[src/rtl/sa_pkg.sv]
// Shared types for the systolic-array feed path: FSM states, byte lane type, default array width.
package sa_pkg;

    localparam int unsigned SA_N = 8;

    typedef enum logic [1:0] {
        IDLE,
        FETCH,
        DRAIN,
        DONE
    } sa_feed_state_t;

    typedef logic [7:0] sa_byte_t;

endpackage

[src/rtl/sa_addr_gen.sv]
// Row address accumulator: load latches base and stride, step advances by stride (mod 2^ADDR_W).
module sa_addr_gen #(
    parameter int unsigned ADDR_W = 10
) (
    input  logic              clk,
    input  logic              rst_n,
    input  logic              load,
    input  logic              step,
    input  logic [ADDR_W-1:0] base,
    input  logic [ADDR_W-1:0] stride,
    output logic [ADDR_W-1:0] addr
);

    logic [ADDR_W-1:0] addr_q, addr_d;
    logic [ADDR_W-1:0] stride_q, stride_d;

    always_comb begin
        addr_d   = addr_q;
        stride_d = stride_q;
        if (load) begin
            addr_d   = base;
            stride_d = stride;
        end else if (step) begin
            addr_d = addr_q + stride_q;
        end
    end

    always_ff @(posedge clk or negedge rst_n) begin
        if (!rst_n) begin
            addr_q   <= '0;
            stride_q <= '0;
        end else begin
            addr_q   <= addr_d;
            stride_q <= stride_d;
        end
    end

    assign addr = addr_q;

endmodule

[src/rtl/sa_feed_ctrl.sv]
// Read sequencer feeding the skew stage: walks a tile row by row, then drains the array.
// Optional build macro SA_FEED_PERF_EN adds the perf_cycles busy-cycle counter.
module sa_feed_ctrl
    import sa_pkg::*;
#(
    parameter int unsigned N         = SA_N,
    parameter int unsigned ADDR_W    = 10,
    parameter int unsigned CNT_W     = 10,
    parameter int unsigned ARRAY_LAT = 8
) (
    input  logic                clk,
    input  logic                rst_n,
    input  logic                start,
    input  logic [ADDR_W-1:0]   base_addr,
    input  logic [ADDR_W-1:0]   addr_stride,
    input  logic [CNT_W-1:0]    num_rows,
    output logic                busy,
    output logic                done,
    output logic                sram_cen_n,
    output logic [ADDR_W-1:0]   sram_addr,
    input  logic [N*8-1:0]      sram_rdata,
    output logic                ren_n,
    output sa_byte_t [N-1:0]    data_out
`ifdef SA_FEED_PERF_EN
    ,
    output logic [31:0]         perf_cycles
`endif
);

    localparam int unsigned DRAIN_CYC = N - 1 + ARRAY_LAT;
    localparam int unsigned DRN_W     = $clog2(DRAIN_CYC + 1);

    sa_feed_state_t    state_q, state_d;
    logic [CNT_W-1:0]  row_q, row_d;
    logic [DRN_W-1:0]  drn_q, drn_d;
    logic              busy_q, busy_d;
    logic              done_q, done_d;
    logic              cen_n_q, cen_n_d;
    logic              load_c, step_c;
`ifdef SA_FEED_PERF_EN
    logic [31:0]       perf_q, perf_d;
`endif

    // Outputs are computed from the next state so they line up with the state they belong to.
    always_comb begin
        state_d = state_q;
        row_d   = row_q;
        drn_d   = drn_q;
        busy_d  = busy_q;
        done_d  = 1'b0;
        cen_n_d = 1'b1;
        load_c  = 1'b0;
        step_c  = 1'b0;
        case (state_q)
            IDLE: begin
                if (start) begin
                    load_c = 1'b1;
                    busy_d = 1'b1;
                    row_d  = num_rows;
                    if (num_rows == '0) begin
                        state_d = DONE;
                    end else begin
                        state_d = FETCH;
                        cen_n_d = 1'b0;
                    end
                end
            end
            FETCH: begin
                if (row_q == CNT_W'(1)) begin
                    state_d = DRAIN;
                    drn_d   = DRN_W'(DRAIN_CYC);
                end else begin
                    row_d   = row_q - CNT_W'(1);
                    cen_n_d = 1'b0;
                    step_c  = 1'b1;
                end
            end
            DRAIN: begin
                if (drn_q == DRN_W'(1)) begin
                    state_d = DONE;
                    done_d  = 1'b1;
                end else begin
                    drn_d = drn_q - DRN_W'(1);
                end
            end
            DONE: begin
                // An empty tile arrives here with done still low and spends one quiet busy cycle first.
                if (done_q) begin
                    state_d = IDLE;
                    busy_d  = 1'b0;
                end else begin
                    done_d = 1'b1;
                end
            end
            default: state_d = IDLE;
        endcase
`ifdef SA_FEED_PERF_EN
        perf_d = perf_q;
        if (state_q == IDLE && start) begin
            perf_d = '0;
        end else if (busy_q) begin
            perf_d = perf_q + 32'd1;
        end
`endif
    end

    always_ff @(posedge clk or negedge rst_n) begin
        if (!rst_n) begin
            state_q <= IDLE;
            row_q   <= '0;
            drn_q   <= '0;
            busy_q  <= 1'b0;
            done_q  <= 1'b0;
            cen_n_q <= 1'b1;
`ifdef SA_FEED_PERF_EN
            perf_q  <= '0;
`endif
        end else begin
            state_q <= state_d;
            row_q   <= row_d;
            drn_q   <= drn_d;
            busy_q  <= busy_d;
            done_q  <= done_d;
            cen_n_q <= cen_n_d;
`ifdef SA_FEED_PERF_EN
            perf_q  <= perf_d;
`endif
        end
    end

    sa_addr_gen #(
        .ADDR_W (ADDR_W)
    ) u_addr_gen (
        .clk    (clk),
        .rst_n  (rst_n),
        .load   (load_c),
        .step   (step_c),
        .base   (base_addr),
        .stride (addr_stride),
        .addr   (sram_addr)
    );

    assign busy       = busy_q;
    assign done       = done_q;
    assign sram_cen_n = cen_n_q;
    assign ren_n      = cen_n_q;
    assign data_out   = sram_rdata;
`ifdef SA_FEED_PERF_EN
    assign perf_cycles = perf_q;
`endif

endmodule

[config.mk]
export PLATFORM = sky130hd
export DESIGN_NAME = sa_feed_ctrl
export DESIGN_NICKNAME = d
export VERILOG_FILES = /design/src/rtl/sa_pkg.sv /design/src/rtl/sa_addr_gen.sv /design/src/rtl/sa_feed_ctrl.sv
export SDC_FILE = /design/constraint.sdc
export NUM_CORES = 1
export LEC_CHECK = 0
export CAP_MARGIN = 20
export CORE_ASPECT_RATIO = 1.4
export CORE_MARGIN = 2
export CORE_UTILIZATION = 39
export CTS_CLUSTER_DIAMETER = 150
export CTS_CLUSTER_SIZE = 30
export DETAILED_ROUTE_END_ITERATION = 8
export GPL_ROUTABILITY_DRIVEN = 0
export PLACE_DENSITY = 0.91
export SYNTH_ARGS = -nofsm -noshare
export SYNTH_HDL_FRONTEND = slang
export SYNTH_HIERARCHICAL = 1
export SYNTH_SLANG_ARGS = --single-unit
[constraint.sdc]
create_clock -name clk -period 2.7 [get_ports clk]
set_input_delay 0.54 -clock clk [delete_from_list [all_inputs] [get_ports clk]]
set_output_delay 0.54 -clock clk [all_outputs]
set_load 0.01 [all_outputs]
==> results of run 1 <==
==> layout by cell type, fill, tap and decap left out, types with 10 or more instances in the layout <==
master,synthesis,layout
a21oi_1,19,19
a31oi_1,10,10
clkdlybuf4s50_1,0,45
dfrtp_1,38,38
ha_1,17,17
inv_1,12,12
mux2_2,10,10
nand2_1,18,18
nor2_1,16,16
o21ai_0,20,20
==> synthesized netlist by cell type (2+ instances only) <==
cell type and n:
a21o_1 4, a21oi_1 19, a31o_2 3, a31oi_1 10
buf_1 2, buf_2 2, buf_4 65, clkbuf_1 2
clkbuf_8 2, dfrtp_1 38, ha_1 17, inv_1 12
mux2_2 10, mux2i_1 7, nand2_1 18, nand2b_1 2
nand3_1 6, nor2_1 16, nor2b_1 4, nor3_1 7
nor3b_1 4, nor4_1 2, o21ai_0 20, o21ai_1 5
o22a_1 4, o31ai_1 2, or3_1 3, or3b_2 2
or4_1 2, xnor2_1 4
==> power by group through the flow <==
| stage | clock, mW | sequential (mW) | combinational, mW |
|---|---|---|---|
| final | 0.512 | 1.19 | 2.35 |
| after global routing | 0.549 | 1.24 | 2.62 |
| after CTS | 0.521 | 1.19 | 2.34 |
| after detailed placement | 0 | 1.20 | 2.33 |
| after global placement | 0 | 1.17 | 2.24 |
| after floorplan | 0 | 1.16 | 1.81 |
==> flip-flops by register name, indices dropped and copies added, names as in the netlist <==
| register | flops |
|---|---|
| ren_n | 1 |
| u_addr_gen/stride_q | 10 |
| drn_q | 4 |
| row_q | 10 |
| state_q | 2 |
| busy | 1 |
| done | 1 |
| u_addr_gen/addr | 10 |
==> per-layer routing <==
| layer | vias up | wire [um] | global-route usage |
|---|---|---|---|
| met5 | - | 0 | 0 |
| met4 | 0 | 271 | 0.0902 |
| met2 | 107 | 2840 | 0.247 |
| met3 | 37 | 541 | 0.0394 |
| li1 | 1064 | - | - |
| met1 | 1072 | 2420 | 0.172 |
==> through the flow <==
| stage | power (mW) | std cells | worst slack [ps] |
|---|---|---|---|
| 6_report | 4.05 | 407 | 368 |
| 5_1_grt | 4.41 | 407 | 253 |
| 4_1_cts | 4.05 | 407 | 354 |
| 3_5_place_dp | 3.53 | 399 | 377 |
| 3_3_place_gp | 3.40 | 399 | 445 |
| 2_1_floorplan | 2.97 | 324 | 496 |
==> kinds of logic (layout without fill, tap and decap cells) <==
kind of cell	Yosys count	in the layout	share of synthesized area
buffers and inverters	86	72	0.200
AOI/OAI and AO/OA	84	84	0.182
and+or+nand+nor	75	75	0.136
DFF	39	39	0.328
adders and majority gates	18	18	0.0781
muxes	17	17	0.0613
xor gates and xnor gates	5	5	0.0147
==> cell type report <==
type	instances	area share
inverters	12	0.0142
flip-flops and latches	39	0.308
clock inverters	2	0.0111
clock buffers	6	0.0261
well taps	97	0.0383
multi-input cells	199	0.444
repair buffers	52	0.158
==> how the worst max path moves through the flow <==
stage | start | end | slack, ps | depth (start not counted)
2_1_floorplan | u_addr_gen/addr[0] | u_addr_gen/addr[8] | 500 | 8
3_3_place_gp | u_addr_gen/addr[0] | u_addr_gen/addr[8] | 450 | 8
5_1_grt | u_addr_gen/addr[0] | u_addr_gen/addr[8] | 250 | 8
4_1_cts | u_addr_gen/addr[0] | u_addr_gen/addr[8] | 350 | 8
6_report | u_addr_gen/addr[0] | u_addr_gen/addr[8] | 370 | 8
3_5_place_dp | u_addr_gen/addr[0] | u_addr_gen/addr[8] | 380 | 8
==> metrics.txt, run 1 <==
initial DRC count=119; DP Area=3050 um^2; initial antenna violation count=0; CP Max Fanout=3; pin count of the biggest net entering global routing=40; TritonCTS clock tree=built; Final Max Tran Viols=0; Clk pwr share=0.127; CTS clk-pin slew, worst paths=80 ps; syn avg cell area=9.20 um^2; clk sinks=39; CP arrival=2510 ps; Max Cap Violations=0; Synth top area share=0.319; leakage=1.30 nW; Hold WS=367 ps; Remaining DRCs=0; Final ANT Viol Nets=0; RR Endpoint=u_addr_gen/addr[8]; Hold Vio Cnt, Final=0; Clock Skew=5.49 ps; Post-CTS Setup Repair Bufs=0; crit-path cells=ha_1, fa_1, a211oi_2, nor3_1, o31a_1, o211ai_2, o31ai_1, a221o_1; CP peak stage delay=440 ps; Area contributors post-synth=dfrtp_1 (32%), buf_4 (16%), ha_1 (7.1%); HP Class=input pin to async pin; GRT Util Overall=0.149; Layout Nets=424; Yosys top cell by area=dfrtp_1; startpoint types=flip-flop; sw power=1.70 mW; die width=77.9 um; Yosys cell types=60; RSZ-0062 raised after global routing=false; layout cells sized above 1=0.123; syn nets=439; Async S/R FF share, synth=1.00; top_reg_cell synth=dfrtp_1; Rel. slew slack=0.406; Peak Freq=429 MHz; H-Tree Depth=2; Post-CTS Hold Buffers=0; Max clock buf depth=2; CP Class=flip-flop to flip-flop; Post-Syn Instances=324; Reg power frac=0.294; final setup vio count=0; area grow syn2layout=6.29%; Initial Utilization=0.405; first-pass GRT wire length=10200 um; Wirelength per Cell=14.9 um; post-synthesis register bit count=39; power per cell area=1280 nW/um^2; CP Data Required Time=2880 ps; Seq. cell area=977 um^2; I/O Buffers=46; FF-to-FF Start=u_addr_gen/addr[0]; Core Area=7360 um^2; gr ovfl total=0; Final Critical Period=2330 ps; status=complete, no violations; Yosys warning count=6; R2R setup slack=370 ps; DR vias=2280; Peak VDD IR=0.530 mV; slew of the pin with the lowest slew margin=891 ps; Setup TNS=0 ps; FF-to-FF path depth=8; clk_lat worst skew=290 ps; Comb pwr share=0.580; Finished Cell Area=3170 um^2; DP HPWL=4590 um; EDFF count, synth=0; first-pass detailed-route iteration total=4; Resize count post-CTS=0; number of global-route vias before repair=2302; Crit. End Element=flip-flop; antenna cells=0; Chip Height=107 um; Tcrit/Tclk final=0.864; Multi-input gate area=1410 um^2; sw frac=0.420; root buf cell=clkbuf_8; Via-to-Cell Ratio=5.60; Ports=175; CP top delay family=compound AO/OA/AOI/OAI gates; critical path's slowest cell=fa_1; Seq/Total Area, Yosys=0.328; fillers=701; die area=8370 um^2; Util after Layout=0.431; final wirelength=6070 um; CTS buffer count=5; row count=37; Int Power=2.35 mW; synthesized area=2980 um^2; Worst Path Buf+Inv=0
(Power assumes the default switching activity.)
==> run 2, diff against run 1 <==
--- a/config.mk
+++ b/config.mk
@@ -5,7 +5,6 @@
 export SDC_FILE = /design/constraint.sdc
 export NUM_CORES = 1
 export LEC_CHECK = 0
-export CAP_MARGIN = 20
 export CORE_ASPECT_RATIO = 1.4
 export CORE_MARGIN = 2
 export CORE_UTILIZATION = 39
@@ -13,7 +12,7 @@
 export CTS_CLUSTER_SIZE = 30
 export DETAILED_ROUTE_END_ITERATION = 8
 export GPL_ROUTABILITY_DRIVEN = 0
-export PLACE_DENSITY = 0.91
+export PLACE_DENSITY = 0.83
 export SYNTH_ARGS = -nofsm -noshare
 export SYNTH_HDL_FRONTEND = slang
 export SYNTH_HIERARCHICAL = 1
==> run 2 against run 1 <==
Effect of this change: highest routed layer unchanged; cell count down 0.49%; count of clock-buffer cells in the layout increased by 1; sequential cell count stayed put; via count is 2.9% lower; worst hold slack got worse by 7.0 ps.
==> metrics.txt, run 2 (synthesis gave the netlist of run 1 again) <==
CTS buffer count=5 (unchanged); Max Cap Violations=0 (unchanged); Max clock buf depth=2 (unchanged); Crit. End Element=flip-flop (unchanged); die width=77.9 um (unchanged); clk sinks=39 (unchanged); first-pass detailed-route iteration total=4 (unchanged); DR vias=2215 (was 2280); Peak Freq=434 MHz (was 429 MHz); power per cell area=1260 nW/um^2 (was 1280 nW/um^2); RSZ-0062 raised after global routing=false (unchanged); Remaining DRCs=0 (unchanged); pre-CTS setup slack=363 ps (was 377 ps); Seq. cell area=977 um^2 (unchanged); HP Class=input pin to async pin (unchanged); status=complete, no violations (unchanged); Setup TNS=0 ps (unchanged); Hold Vio Cnt, Final=0 (unchanged); Clk pwr share=0.111 (was 0.127); gr ovfl total=0 (unchanged); Via-to-Cell Ratio=5.47 (was 5.60); TritonCTS clock tree=built (unchanged); Tcrit/Tclk final=0.853 (was 0.864); Reg power frac=0.300 (was 0.294); CTS clk-pin slew, worst paths=70 ps (was 80 ps); GRT Util Overall=0.149 (about the same); sw power=1.69 mW (was 1.70 mW); area grow syn2layout=5.33% (was 6.29%); CP top delay family=compound AO/OA/AOI/OAI gates (unchanged); first-pass GRT wire length=10100 um (was 10200 um); most frequent cells in the layout=clkdlybuf4s50_1 (45), dfrtp_1 (38), o21ai_0 (20) (unchanged); startpoint types=flip-flop (unchanged); Peak VDD IR=0.424 mV (was 0.530 mV); initial antenna violation count=0 (unchanged); commonest non-fill, non-tap cell in the layout=clkdlybuf4s50_1 (unchanged); Ports=175 (unchanged); R2R setup slack=400 ps (was 370 ps); critical path's slowest cell=fa_1 (unchanged); Chip Height=107 um (unchanged); final setup vio count=0 (unchanged); Hold WS=360 ps (was 367 ps); Initial Utilization=0.405 (unchanged); Rel. slew slack=0.423 (was 0.406); min setup slack post-route=398 ps (was 368 ps); CP Data Required Time=2880 ps (about the same); row count=37 (unchanged); I/O Buffers=46 (unchanged); Worst Path Buf+Inv=0 (unchanged); initial DRC count=129 (was 119); CP peak stage delay=430 ps (was 440 ps); pin count of the biggest net entering global routing=40 (unchanged); Comb pwr share=0.589 (was 0.580); Resize count post-CTS=0 (unchanged); die area=8370 um^2 (unchanged); leakage=1.28 nW (was 1.30 nW); Final Critical Period=2300 ps (was 2330 ps); Layout Nets=422 (was 424); DP HPWL=4610 um (was 4590 um); Post-CTS Hold Buffers=0 (unchanged); sw frac=0.427 (was 0.420); Core Area=7360 um^2 (unchanged); final wirelength=6120 um (was 6070 um); Multi-input gate area=1410 um^2 (unchanged); Final ANT Viol Nets=0 (unchanged); CP Class=flip-flop to flip-flop (unchanged); CP arrival=2480 ps (was 2510 ps); clk_lat worst skew=290 ps (about the same); H-Tree Depth=2 (unchanged); Final Non-Filler Cells=405 (was 407); antenna cells=0 (unchanged); Post-Place Cells=397 (was 399); Wirelength per Cell=15.1 um (was 14.9 um); Clock Skew=7.10 ps (was 5.49 ps); Post-CTS Setup Repair Bufs=0 (unchanged); layout cells sized above 1=0.117 (was 0.123); crit-path cells=ha_1, fa_1, a211oi_2, nor3_1, o31a_1, o211ai_2, o31ai_1, a221o_1 (unchanged); slew of the pin with the lowest slew margin=865 ps (was 891 ps); fillers=701 (unchanged); root buf cell=clkbuf_8 (unchanged); CP Max Fanout=3 (unchanged); Int Power=2.27 mW (was 2.35 mW); Final Max Tran Viols=0 (unchanged); Power Total=3.96 mW (was 4.05 mW); number of global-route vias before repair=2197 (was 2302)
==> run 2: final cells by class <==
| cell class | instances | area share |
|---|---|---|
| timing repair buffer | 50 | 0.155 |
| clock inverter | 1 | 0.00239 |
| tap | 97 | 0.0386 |
| inverter | 12 | 0.0143 |
| multi-input combinational | 199 | 0.448 |
| clock buffer | 7 | 0.0307 |
| sequential | 39 | 0.311 |
==> run 2: per-layer routing <==
layer  GRT usage  wire length [um]
met3      0.0294               368
met5           0                 0
met1       0.172              2580
met4      0.0802               213
met2       0.258              2960
==> run 2: stage by stage <==
stage,util,area [um^2]
global placement,0.413,3040
floorplan,-,2980
global route,0.427,3140
finish,0.427,3140
detailed placement,0.413,3040
CTS,0.427,3140
==> run 2: power by group through the flow <==
stage / registers [mW] / logic, mW / clock network, mW
after global routing: 1.23 / 2.61 / 0.483
final: 1.19 / 2.33 / 0.439
after CTS: 1.18 / 2.34 / 0.452
after detailed placement: 1.19 / 2.33 / 0
after global placement: 1.17 / 2.24 / 0
after floorplan: 1.16 / 1.81 / 0
==> run 2: path summary, 6_finish.rpt <==
path                                        startpoint                      to  cells after the start
worst max-delay path                u_addr_gen/addr[0]      u_addr_gen/addr[8]                      8
worst min-delay path                             rst_n  u_addr_gen/stride_q[4]                      1
worst max register to register      u_addr_gen/addr[0]      u_addr_gen/addr[8]                      8
worst min register to register  u_addr_gen/stride_q[2]  u_addr_gen/stride_q[2]                      1
max in group asynchronous                        rst_n      u_addr_gen/addr[9]                      1
min in group clk                u_addr_gen/stride_q[2]  u_addr_gen/stride_q[2]                      1
